===== src/rtl/pipe_ctrl_pkg.sv =====
// pipe_ctrl_pkg: shared state/forwarding encodings and shadow-register layouts
package pipe_ctrl_pkg;
  typedef enum logic [1:0] {PC_RUN = 2'd0, PC_FLUSH = 2'd1, PC_FREEZE = 2'd2} pc_state_t;
  localparam logic [1:0] FWD_RF = 2'd0;
  localparam logic [1:0] FWD_MEM = 2'd1;
  localparam logic [1:0] FWD_WB = 2'd2;
  typedef struct packed {
    logic v;
    logic [4:0] rd;
    logic [4:0] rs1;
    logic [4:0] rs2;
    logic use1;
    logic use2;
    logic ld;
  } ex_sh_t;
  typedef struct packed {
    logic v;
    logic [4:0] rd;
    logic ld;
  } mem_sh_t;
  typedef struct packed {
    logic v;
    logic [4:0] rd;
  } wb_sh_t;
endpackage


===== src/rtl/pipe_ctrl_fwd_sel.sv =====
// fwd_sel: EX operand forwarding select for one source register
module fwd_sel
  import pipe_ctrl_pkg::*;
(
  input  logic       ex_v,
  input  logic       use_rs,
  input  logic [4:0] rs,
  input  logic       mem_v,
  input  logic       mem_ld,
  input  logic [4:0] mem_rd,
  input  logic       wb_v,
  input  logic [4:0] wb_rd,
  output logic [1:0] fwd
);
  // A load in MEM has no data yet, so it never forwards from MEM
  always_comb fwd = (ex_v && use_rs && mem_v && !mem_ld && mem_rd != '0 && mem_rd == rs) ? FWD_MEM :
                    (wb_v && wb_rd != '0 && wb_rd == rs) ? FWD_WB : FWD_RF;
endmodule


===== src/rtl/pipe_ctrl.sv =====
// pipe_ctrl: pipeline sequencer for stage enables, load-use bubbles, redirect flushes and forwarding
module pipe_ctrl
  import pipe_ctrl_pkg::*;
#(
  parameter int FLUSH_CYC = 2,
  parameter int CNTW = 32
) (
  input  logic            clk,
  input  logic            rst,
  input  logic            id_valid,
  input  logic [4:0]      id_rd,
  input  logic [4:0]      id_rs1,
  input  logic [4:0]      id_rs2,
  input  logic            id_use_rs1,
  input  logic            id_use_rs2,
  input  logic            id_load,
  input  logic            ex_taken,
  input  logic            mem_busy,
  output logic            en_if,
  output logic            en_id,
  output logic            en_ex,
  output logic            en_mem,
  output logic            en_wb,
  output logic            flush_id,
  output logic            bubble_ex,
  output logic [1:0]      fwd1,
  output logic [1:0]      fwd2,
  output logic [CNTW-1:0] stall_cnt,
  output logic [CNTW-1:0] flush_cnt
);
  pc_state_t state, nxt_state;
  logic [31:0] fcnt, nxt_fcnt;
  ex_sh_t ex_q;
  mem_sh_t mem_q;
  wb_sh_t wb_q;
  logic id_v, taken, hazard, stall;
  logic [4:0] en;
  logic [1:0] f1, f2;
  assign id_v = id_valid && state != PC_FLUSH;
  assign taken = ex_taken && ex_q.v;
  assign hazard = id_v && ex_q.v && ex_q.ld && ex_q.rd != '0 &&
                  ((id_use_rs1 && id_rs1 == ex_q.rd) || (id_use_rs2 && id_rs2 == ex_q.rd));
  // mem_busy acts as the FREEZE override: nothing moves and the pending decision is replayed later
  always_comb begin
    en = '0;
    flush_id = 1'b0;
    bubble_ex = 1'b0;
    stall = 1'b0;
    nxt_state = state;
    nxt_fcnt = fcnt;
    if (rst || mem_busy) begin
      stall = mem_busy && !rst;
    end else if (taken) begin
      en = '1;
      flush_id = 1'b1;
      bubble_ex = 1'b1;
      nxt_state = FLUSH_CYC > 1 ? PC_FLUSH : PC_RUN;
      nxt_fcnt = FLUSH_CYC > 1 ? 32'(FLUSH_CYC - 2) : '0;
    end else if (state == PC_FLUSH) begin
      en = '1;
      flush_id = 1'b1;
      nxt_state = fcnt == '0 ? PC_RUN : PC_FLUSH;
      nxt_fcnt = fcnt == '0 ? '0 : fcnt - 32'd1;
    end else if (hazard) begin
      en = 5'b00111;
      bubble_ex = 1'b1;
      stall = 1'b1;
    end else begin
      en = '1;
    end
  end
  assign {en_if, en_id, en_ex, en_mem, en_wb} = en;
  always_ff @(posedge clk) begin
    if (rst) begin
      state <= PC_RUN;
      fcnt <= '0;
      ex_q.v <= 1'b0;
      mem_q.v <= 1'b0;
      wb_q.v <= 1'b0;
      stall_cnt <= '0;
      flush_cnt <= '0;
    end else begin
      if (!mem_busy) begin
        state <= nxt_state;
        fcnt <= nxt_fcnt;
        wb_q <= {mem_q.v, mem_q.rd};
        mem_q <= {ex_q.v, ex_q.rd, ex_q.ld};
        ex_q <= bubble_ex ? '0 : {id_v, id_rd, id_rs1, id_rs2, id_use_rs1, id_use_rs2, id_load};
      end
      if (stall && !(&stall_cnt)) stall_cnt <= stall_cnt + CNTW'(1);
      if (taken && !mem_busy && !(&flush_cnt)) flush_cnt <= flush_cnt + CNTW'(1);
    end
  end
  fwd_sel u_fwd1 (
    .ex_v(ex_q.v), .use_rs(ex_q.use1), .rs(ex_q.rs1), .mem_v(mem_q.v), .mem_ld(mem_q.ld),
    .mem_rd(mem_q.rd), .wb_v(wb_q.v), .wb_rd(wb_q.rd), .fwd(f1)
  );
  fwd_sel u_fwd2 (
    .ex_v(ex_q.v), .use_rs(ex_q.use2), .rs(ex_q.rs2), .mem_v(mem_q.v), .mem_ld(mem_q.ld),
    .mem_rd(mem_q.rd), .wb_v(wb_q.v), .wb_rd(wb_q.rd), .fwd(f2)
  );
  assign fwd1 = rst ? FWD_RF : f1;
  assign fwd2 = rst ? FWD_RF : f2;
endmodule


===== config.mk =====
export PLATFORM = sky130hd
export DESIGN_NAME = pipe_ctrl
export DESIGN_NICKNAME = d
export VERILOG_FILES = /design/src/rtl/pipe_ctrl_pkg.sv /design/src/rtl/pipe_ctrl_fwd_sel.sv /design/src/rtl/pipe_ctrl.sv
export SDC_FILE = /design/constraint.sdc
export NUM_CORES = 1
export LEC_CHECK = 0
export CAP_MARGIN = 10
export CORE_AREA = 5 5 112 114
export CTS_BUF_LIST = sky130_fd_sc_hd__clkbuf_4 sky130_fd_sc_hd__clkbuf_8
export DETAILED_ROUTE_END_ITERATION = 8
export DIE_AREA = 0 0 117 119
export GPL_TIMING_DRIVEN = 0
export PLACE_DENSITY = 0.77
export SYNTH_ARGS = -nofsm -noshare
export SYNTH_HDL_FRONTEND = slang
export SYNTH_SLANG_ARGS = --single-unit
export TNS_END_PERCENT = 30

===== constraint.sdc =====
create_clock -name clk -period 5.2 [get_ports clk]
set_clock_uncertainty 0.15 [all_clocks]
set_input_delay 1.56 -clock clk [delete_from_list [all_inputs] [get_ports clk]]
set_output_delay 1.56 -clock clk [all_outputs]
set_load 0.02 [all_outputs]

==> impl_metrics.py, run 1 <==
metrics = {
    "timing": {
        "setup_violations": 0,
        "maxSlewHeadroom_pct": 43.9,
        "post-route-period-util_pct": 99.1,
        "timing.final.crit_period_ns": 5.15,
        "timing.hold.ws_ns": 0.316,
        "fmax_mhz": 194,
        "finalHoldViolations": 0,
        "rsz0062_at_grt": "no",
        "worstMarginPinSlew_ns": 0.835,
        "drv_slew": 0,
    },
    "grt": {
        "globalRouteTotalUtil_pct": 22.1,
        "grt_pass1_vias": 5327,
        "antenna_found_initial": 0,
        "overflow": 0,
        "grt_max_degree": 19,
        "grt_pass1_wl_mm": 25.1,
    },
    "power_and_ir_drop": {
        "p_leak_nw": 2.65,
        "swShare_pct": 23.2,
        "pwr-share-clk_pct": 39.9,
        "switchingPower_uw": 466,
        "internal_power_mw": 1.55,
        "seqPwrFrac_pct": 52.7,
        "irDropWorstVdd_mv": 0.213,
        "p_per_area_nw_per_um2": 259,
        "pwr-share-comb_pct": 7.3,
    },
    "yosys": {
        "yosysTopAreaCell": "dfxtp_1",
        "yosys-top-cells-count": "dfxtp_1 (100), nor2_1 (99), xor2_1 (47)",
        "ys_ff_latch": 129,
        "synth_top_area_share_pct": 32.2,
        "netlist_area_sq_um": 6220,
        "synth_cells": 676,
        "ys_seq_area_share_pct": 46.2,
        "synthTopCellsByArea": "dfxtp_1 (32%), edfxtp_1 (14%), xor2_1 (6.6%)",
        "ys_types": 47,
        "syn_avg_cell_area_sq_um": 9.21,
        "synth_edf_count": 29,
        "synth_top_flop_cell": "dfxtp_1",
        "syn_nets": 702,
        "synth_warnings": 0,
        "yosysMostFrequentCell": "dfxtp_1",
        "ys_async_sr_fraction_pct": 0,
    },
    "floorplan": {
        "fp.dieW_um": 117,
        "row_count": 39,
        "die_h_um": 119,
        "die-area_sq_um": 13900,
        "core-area_sq_um": 11300,
        "start_util_pct": 55.0,
        "ioPinCount": 98,
    },
    "routing": {
        "dr.pass1.iters": 8,
        "wire_per_inst_um": 15.7,
        "vias_per_cell": 5.71,
        "vias": 5416,
        "drtAntennaViolNets": 0,
        "drt_wl_total_mm": 14.9,
        "drc": 0,
        "drt_iter0_markers": 396,
    },
    "layout": {
        "seq_area_sq_um": 2870,
        "syn2layout_area_growth_pct": 24.8,
        "fin_area_sq_um": 7770,
        "fillerInstances": 918,
        "multi_input_area_sq_um": 3160,
        "nets": 819,
        "layout-drive-gt1-share_pct": 8.68,
        "antenna_cells": 0,
    },
    "placement": {
        "port_buffers": 95,
        "place_hpwl_mm": 10.8,
        "routabilityCongestion": 0.844,
        "place_area_sq_um": 7350,
    },
    "worst_hold_path": {
        "min_from": "ex_q[0]",
        "hold_end": "mem_q[0]",
        "hold_class": "reg2reg",
        "min_path_cells": 0,
    },
    "clock_tree": {
        "clkTransAtPathRegs_ns": 0.07,
        "cts_max_level": 4,
        "worstSkewPairLatency_ns": 0.43,
        "cts_tree": "built",
        "cts_buffer_depth": 2,
        "clkSinkCount": 129,
        "cts_made_buffers": 17,
        "cts_root_buf": "clkbuf_8",
    },
    "setup_path": {
        "r2r_start": "stall_cnt[1]",
        "r2r-end": "stall_cnt[6]",
        "worstSetupPathType": "in2out",
        "rrSetupSlack_ns": 2.26,
        "cp.arrival_ns": 3.44,
        "critical_path.top_delay_family": "simple AND/OR/NAND/NOR gates",
        "crit_chain": "clkbuf_1 -> nor3b_1 -> nand4_1 -> nor4b_1 -> clkdlybuf4s50_1",
        "endpoint_kind": "output pin",
        "cp_num_buf_inv": 2,
        "reg2reg_depth": 8,
        "cp_max_fo": 9,
        "cp_data_required_time_ns": 3.49,
        "critPathSlowestCell": "clkdlybuf4s50_1",
        "startpoint_type": "input port",
        "slowest_delay_ns": 0.70,
    },
    "flow_run": {
        "cap_viol_max_count": 0,
    },
    "status": {
        "outcome": "finished, final reports clean",
    },
}
[layout make-up]
type,instances,share of cell area (%)
multi-input combinational,503,40.7
sequential,129,37.0
timing repair buffer,98,12.5
clock buffer,25,4.03
tap,143,2.30
buffer,35,2.24
clock inverter,7,0.773
inverter,8,0.435
timing repair inverter,1,0.0644
[per-layer routing]
metal | global-route usage (%) | vias up | wire length, um
met5 | 0 | - | 0
met4 | 7.53 | 0 | 235
met3 | 6.09 | 23 | 995
met2 | 35.6 | 171 | 7240
met1 | 28.5 | 2561 | 6430
li1 | - | 2661 | -
[logic make-up after synthesis]
group | synth area share, %
and+or+nand+nor | 29.2
DFF | 46.2
xor gates and xnor gates | 12.8
AOI/OAI and AO/OA | 6.19
buffers and inverters | 3.32
muxes | 1.77
adders and majority gates | 0.603
[how the worst max path moves through the flow]
stage                    from   endpoint  slack [ns]  cells after the start
finish                    rst    fwd2[1]        0.05                      5
global route              rst    fwd2[1]      0.0004                      5
CTS                       rst    fwd2[0]        0.01                      5
detailed placement  id_rs1[4]  bubble_ex       -0.90                      8
global placement    id_rs1[4]  bubble_ex       -0.88                      8
floorplan                 rst     en_mem        0.30                      5
[metrics by stage]
step	setup slack (ns)	power (mW)	cells	setup TNS (ns)	utilization, %
2_1_floorplan	0.303	1.17	676	0	-
3_3_place_gp	-0.876	1.22	914	-2.30	65.0
3_5_place_dp	-0.897	1.23	914	-2.35	65.0
4_1_cts	0.0125	2.02	949	0	68.6
5_1_grt	0.000427	2.10	949	0	68.6
6_report	0.0478	2.01	949	0	68.6
[cells in the final DEF, fill, tap and decap left out, drive strengths merged, types with 3 or more instances in the layout]
cell type      netlist  layout
dfxtp              100     100
nor2               100     100
clkdlybuf4s50        0      93
clkbuf              24      48
xor2                47      47
xnor2               44      44
nand4               32      32
a21oi               30      30
nand2               30      30
nand3               30      30
edfxtp              29      29
nor3                27      27
nor2b               26      26
or4                 25      25
o31ai               19      19
buf                 12      16
nor4                15      15
or3                 10      10
and3                 9       9
and4                 8       8
mux2                 8       8
inv                  8       7
clkinv               0       6
nor4b                5       5
o21ai                5       5
nand4b               4       4
and2                 4       4
or2                  4       4
ha                   3       3
[what timing repair did]
| action | 4_1_cts | 5_1_grt |
|---|---|---|
| hold buffers | 0 | 0 |
| resized for setup | 5 | 4 |
| cloned | 1 | 0 |
| buffers inserted | 3 | 0 |
| setup endpoints to repair | 4 | 4 |
| pin swaps | 1 | 0 |
[power by group through the flow]
stage                     logic [mW]  registers (mW)  clock network, mW
after CTS                      0.148            1.06              0.814
after floorplan               0.0946            1.08                  0
final                          0.148            1.06              0.804
after global routing           0.163            1.06              0.871
after global placement         0.140            1.08                  0
after detailed placement       0.144            1.08                  0
[registers in the layout (all words and copies together), names as in the netlist]
register,flops
wb_q,6
fcnt,32
ex_q,19
state,1
flush_cnt,32
mem_q,7
stall_cnt,32
Note: power is estimated with default switching activity, not from simulation.
==> run 2: changes to the inputs <==
- ABC_AREA: default -> 1
- CORE_AREA: 5 5 112 114 -> 5 5 120 122
- DIE_AREA: 0 0 117 119 -> 0 0 125 127
- PLACE_DENSITY: 0.77 -> 0.78
- SLEW_MARGIN: default -> 20
==> run 2 against run 1 <==
Combinational power rose by 99%. Sequential share of layout area fell by 5.5 points. Core utilization rose by 1.2 points. Area after synthesis rose by 20%. Die area rose by 14%. Worst hold slack improved by 0.0010 ns. Sequential power rose by 4%. Clock power rose by 7.8%. Flip-flop and latch count did not move. Critical endpoint is now en_wb.
==> impl_metrics.py, run 2 <==
metrics = {
    "floorplan": {
        "row_count": 42,
        "core-area_sq_um": 13100,
        "die-area_sq_um": 15900,
        "ioPinCount": 98,
        "start_util_pct": 57.2,
        "fp.dieW_um": 125,
        "die_h_um": 127,
    },
    "yosys": {
        "ys_types": 42,
        "ys_seq_area_share_pct": 38.4,
        "ys_async_sr_fraction_pct": 0,
        "ys_ff_latch": 129,
        "synth_warnings": 0,
        "synth_top_area_share_pct": 26.8,
        "synth_cells": 1111,
        "synthTopCellsByArea": "dfxtp_1 (27%), nand2_1 (15%), edfxtp_1 (12%)",
        "yosys-top-cells-count": "nand2_1 (303), nor2_1 (229), inv_1 (124)",
        "syn_nets": 1137,
        "yosysTopAreaCell": "dfxtp_1",
        "synth_edf_count": 29,
        "synth_top_flop_cell": "dfxtp_1",
        "syn_avg_cell_area_sq_um": 6.73,
        "netlist_area_sq_um": 7480,
        "yosysMostFrequentCell": "nand2_1",
    },
    "grt": {
        "grt_pass1_vias": 6909,
        "grt_pass1_wl_mm": 32.2,
        "grt_max_degree": 28,
        "overflow": 0,
        "globalRouteTotalUtil_pct": 24.3,
        "antenna_found_initial": 0,
    },
    "power_and_ir_drop": {
        "p_per_area_nw_per_um2": 247,
        "irDropWorstVdd_mv": 0.195,
        "p_leak_nw": 3.74,
    },
    "layout": {
        "finalNonFillerCells": 1421,
        "antenna_cells": 0,
        "fillerInstances": 1132,
        "layout_commonest_cell": "nand2_1",
        "reg.largest.list": "fcnt x32, flush_cnt x32, stall_cnt x32",
        "layout-drive-gt1-share_pct": 6.59,
        "nets": 1258,
        "layout_common_cells": "nand2_1 (302), nor2_1 (229), inv_1 (123), dfxtp_1 (100), clkdlybuf4s50_1 (92)",
        "syn2layout_area_growth_pct": 22.1,
        "fin_area_sq_um": 9140,
    },
    "placement": {
        "port_buffers": 97,
        "routabilityCongestion": 0.935,
        "place_hpwl_mm": 14.5,
        "place_area_sq_um": 8710,
        "placedCellCount": 1385,
    },
    "timing": {
        "worstMarginPinSlew_ns": 0.597,
        "maxSlewHeadroom_pct": 60.2,
        "finalHoldViolations": 0,
        "rsz0062_at_grt": "no",
        "drv_slew": 0,
        "setup_violations": 0,
        "timing.final.crit_period_ns": 5.13,
        "fmax_mhz": 195,
        "post-route-period-util_pct": 98.6,
    },
    "setup_path": {
        "worstSetupPathType": "in2out",
        "cp-startpoint": "rst",
        "r2r-end": "stall_cnt[20]",
        "crit_path_end": "en_wb",
        "cp_data_required_time_ns": 3.49,
        "reg2reg_depth": 13,
        "endpoint_kind": "output pin",
        "startpoint_type": "input port",
        "cp.arrival_ns": 3.42,
        "r2r_start": "stall_cnt[0]",
        "cp_max_fo": 27,
        "rrSetupSlack_ns": 2.72,
    },
    "flow_run": {
        "cap_viol_max_count": 0,
    },
    "worst_hold_path": {
        "hold_class": "reg2reg",
    },
    "routing": {
        "vias_per_cell": 5.16,
        "drtAntennaViolNets": 0,
        "drt_iter0_markers": 473,
        "drt_wl_total_mm": 19.0,
        "wire_per_inst_um": 13.4,
        "dr.pass1.iters": 6,
        "vias": 7332,
        "drc": 0,
    },
    "clock_tree": {
        "cts_root_buf": "clkbuf_8",
        "clkSinkCount": 129,
        "clkTransAtPathRegs_ns": 0.07,
        "cts_made_buffers": 17,
        "cts_max_level": 4,
        "cts_buffer_depth": 2,
        "cts_tree": "built",
        "worstSkewPairLatency_ns": 0.44,
    },
    "status": {
        "outcome": "finished, final reports clean",
    },
}
## run 2: cell types whose count changed in the layout (fill, tap and decap cells not counted), moves of 20 or more
cell     delta
inv_1     +116
nand2_1   +272
nor2_1    +131
nor2b_1    -26
or4_1      -25
xnor2_1    -20
## run 2: worst max-delay path: stages
cell and delay, ns:
clkdlybuf4s50_1 0.56, nor2_4 0.18, buf_4 0.20, buf_16 0.19
buf_4 0.12, clkdlybuf4s50_1 0.60
## run 2: logic make-up (layout without fill, tap and decap cells)
family	after synthesis	after routing	share of synthesized area, %
DFF	129	129	38.4
AOI/OAI and AO/OA	59	59	4.38
and+or+nand+nor	687	687	39.2
xor gates and xnor gates	72	72	8.43
buffers and inverters	161	295	9.10
adders and majority gates	3	3	0.502
## run 2: worst min path at each step
stage | from | to | slack (ns) | cells past startpoint
2_1_floorplan | ex_q[0] | mem_q[0] | 0.28 | 0
3_3_place_gp | fcnt[0] | fcnt[0] | 0.30 | 2
3_5_place_dp | ex_q[0] | mem_q[0] | 0.31 | 0
4_1_cts | fcnt[1] | fcnt[1] | 0.32 | 2
5_1_grt | fcnt[1] | fcnt[1] | 0.35 | 2
6_report | fcnt[0] | fcnt[0] | 0.32 | 2
## run 2: final cells by class
cell class	instances	area, sq um	area share [%]
Multi-Input combinational cell	821	3940	43.1
Sequential cell	129	2870	31.4
Timing Repair Buffer	103	1030	11.2
Inverter	131	502	5.49
Clock buffer	19	249	2.72
Tap cell	176	220	2.41
Buffer	29	189	2.07
Clock inverter	13	144	1.57
## run 2: routing by layer
layer	GRT usage, %	routed length, um
met1	31.2	8610
met2	41.8	9140
met3	4.34	934
met4	7.65	351
met5	0	0
## run 2: stage by stage
| stage | utilization (%) | TNS, ns | worst slack, ns | hold slack, ns | power, mW |
|---|---|---|---|---|---|
| after CTS | 69.7 | -0.0321 | -0.0321 | 0.323 | 2.28 |
| after detailed placement | 66.5 | -2.13 | -0.507 | 0.307 | 1.41 |
| after global routing | 69.8 | 0 | 0.0176 | 0.349 | 2.37 |
| after global placement | 66.3 | -6.12 | -1.43 | 0.299 | 1.40 |
| after floorplan | - | 0 | 0.165 | 0.277 | 1.30 |
| final | 69.8 | 0 | 0.0741 | 0.317 | 2.26 |
## run 2: power by group
group	switching (mW)	internal [mW]	leakage (nW)
Clock	0.392	0.475	0.198
Sequential	0.0394	1.06	1.08
Combinational	0.172	0.123	2.46
Total	0.603	1.66	3.74
## run 2: timing repair
action | CTS | global route
pin swaps | 1 | 1
setup buffers | 4 | 1
setup endpoints to repair | 6 | 3
endpoints found under the hold margin | 0 | 0
gates resized for setup | 7 | 5
hold buffers | 0 | 0
==> run 3: changes to the inputs <==
- CORE_AREA: 5 5 120 122 -> 5 5 126 128
- DIE_AREA: 0 0 125 127 -> 0 0 131 133
- PLACE_DENSITY: 0.78 -> 0.74
- clock period: 5.2 -> 4.26 ns (I/O delays scaled with it)
==> run 3 against run 2 <==
Sequential share of layout area down 0.37 points. Sequential power increased by 22%. Via count shrank 0.12%. Final cell count up 0.91%. Global-route usage decreased by 0.93 points. Combinational power up 24%. Final area is 1.2% higher. Setup slack worse by 0.044 ns. Total power is 27% higher. Clock power grew 36%. Largest cell class unchanged. First-iteration DRC count down 2.5%. Critical path depth is 8 higher.
==> impl_metrics.py, run 3 (synthesis results as in run 2) <==
metrics = {
    "placement": {
        "pre_cts_slack_ns": -1.26,
        "place_hpwl_mm": 14.6,
        "routabilityCongestion": 0.955,
        "placedCellCount": 1396,
        "place_area_sq_um": 8690,
        "port_buffers": 97,
    },
    "clock_tree": {
        "cts_root_buf": "clkbuf_8",
        "cts_tree": "built",
        "cts_max_level": 4,
        "cts_made_buffers": 17,
        "clkSinkCount": 129,
        "cts_buffer_depth": 2,
        "cts_hold_buf": 0,
        "clkTransAtPathRegs_ns": 0.07,
        "worstSkewPairLatency_ns": 0.45,
    },
    "floorplan": {
        "ioPinCount": 98,
        "core-area_sq_um": 14800,
        "die-area_sq_um": 17400,
        "die_h_um": 133,
        "row_count": 45,
        "fp.dieW_um": 131,
        "start_util_pct": 50.7,
    },
    "timing": {
        "timing.final.crit_period_ns": 4.23,
        "rsz0062_at_grt": "yes",
        "finalHoldViolations": 0,
        "setup_violations": 0,
        "post-route-period-util_pct": 99.3,
        "drv_slew": 0,
        "maxSlewHeadroom_pct": 44.9,
        "worstMarginPinSlew_ns": 0.826,
        "tns_ns": 0,
        "fmax_mhz": 236,
        "timing.final.ws_setup_ns": 0.0303,
    },
    "setup_path": {
        "cp_data_required_time_ns": 2.83,
        "critPathSlowestCell": "clkdlybuf4s50_1",
        "slowest_delay_ns": 0.48,
        "endpoint_kind": "output pin",
        "startpoint_type": "input port",
        "worstSetupPathType": "in2out",
        "worst_path_most_repeated_cell": "nand2_4",
        "crit_chain": "clkdlybuf4s50_1 -> inv_1 -> nand2_1 -> nand2_1 -> nor2_1 -> nand3_1 -> nand2_2 -> nand2_4 -> nand2_4 -> nand2_4 -> nand2_2 -> inv_2 -> buf_4 -> buf_6",
        "r2r_start": "stall_cnt[0]",
        "cp.arrival_ns": 2.80,
        "cp_max_fo": 2,
        "cp_num_buf_inv": 5,
        "cp-startpoint": "id_rs1[4]",
        "critical_path.top_delay_family": "buffers and inverters",
    },
    "routing": {
        "vias_per_cell": 5.11,
        "vias": 7323,
        "wire_per_inst_um": 13.6,
        "dr.pass1.iters": 6,
        "drc": 0,
        "drt_wl_total_mm": 19.5,
        "drtAntennaViolNets": 0,
        "drt_iter0_markers": 461,
    },
    "layout": {
        "layout-drive-gt1-share_pct": 7.87,
        "antenna_cells": 0,
        "fillerInstances": 1399,
        "reg.largest.list": "fcnt x32, flush_cnt x32, stall_cnt x32",
        "layout_common_cells": "nand2_1 (299), nor2_1 (224), inv_1 (121), dfxtp_1 (100), clkdlybuf4s50_1 (80)",
        "nets": 1259,
        "fin_area_sq_um": 9250,
        "layout_commonest_cell": "nand2_1",
        "syn2layout_area_growth_pct": 23.6,
        "finalNonFillerCells": 1434,
    },
    "grt": {
        "grt_max_degree": 18,
        "grt_pass1_wl_mm": 33.1,
        "overflow": 0,
        "globalRouteTotalUtil_pct": 23.3,
        "grt_pass1_vias": 6975,
        "antenna_found_initial": 0,
    },
    "power_and_ir_drop": {
        "p_per_area_nw_per_um2": 311,
        "p_leak_nw": 3.84,
        "irDropWorstVdd_mv": 0.235,
        "power_mw": 2.88,
    },
    "flow_run": {
        "cap_viol_max_count": 0,
    },
    "worst_hold_path": {
        "hold_class": "reg2reg",
        "min_from": "fcnt[0]",
    },
    "status": {
        "outcome": "finished, final reports clean",
    },
}
## run 3: changes by cell type in the layout (fill, tap and decap cells not counted), moves of 3 or more
cell and change:
clkdlybuf4s50_1 -12, nor2_2 +6, dlymetal6s2s_1 +5, nor2_1 -5, dlygate4sd2_1 +4, nand2_1 -3
## run 3: power breakdown
part | switching [mW] | internal [mW] | leakage (nW)
combinational | 0.217 | 0.148 | 2.54
sequential | 0.0472 | 1.29 | 1.08
clock | 0.486 | 0.690 | 0.215
## run 3: worst paths after layout
path | endpoint | slack (ns) | cells after the start
setup / recovery | en_if | 0.03 | 14
hold / removal | fcnt[0] | 0.32 | 2
hold reg to reg | fcnt[0] | 0.32 | 2
setup reg to reg | stall_cnt[31] | 1.78 | 13
## run 3: area by class of cell
cell class,count,area [sq um],share of cell area [%]
inverter,131,505,5.47
buffer,28,186,2.02
tap,188,235,2.54
clock inverter,14,194,2.10
sequential,129,2870,31.1
clock buffer,18,241,2.61
timing repair buffer,104,1020,11.1
multi-input combinational,822,3990,43.1
## run 3: layer usage
layer  track usage (%)  routed length (um)  up-vias
li1                  -                   -     3742
met1              31.3                8740     3319
met2              37.4                9190      225
met3              4.93                1190       37
met4              7.49                 406        0
met5                 0                   0        -
## run 3: metrics by stage
stage,utilization [%],hold slack (ns)
finish,62.7,0.316
global route,62.7,0.343
CTS,62.3,0.319
detailed placement,58.9,0.310
global placement,58.9,0.300
floorplan,-,0.277
## run 3: worst register-to-register path, cell delays in order, from the launching register on
cell and delay [ns]:
dfxtp_1 0.49, ha_1 0.37, nand2_2 0.12, nor2_4 0.22
nand3_2 0.16, nor2_2 0.15, nand3_2 0.12, nand2_4 0.11
inv_4 0.07, nand3_4 0.08, buf_6 0.15, o21ai_1 0.07
nand2_1 0.08, inv_1 0.04
## run 3: timing repair
| item | in CTS | in global routing |
|---|---|---|
| pin swaps | 7 | 6 |
| gates resized for setup | 33 | 23 |
| endpoints found under the setup margin | 11 | 5 |
| setup buffers | 6 | 1 |
| cloned | 1 | 0 |
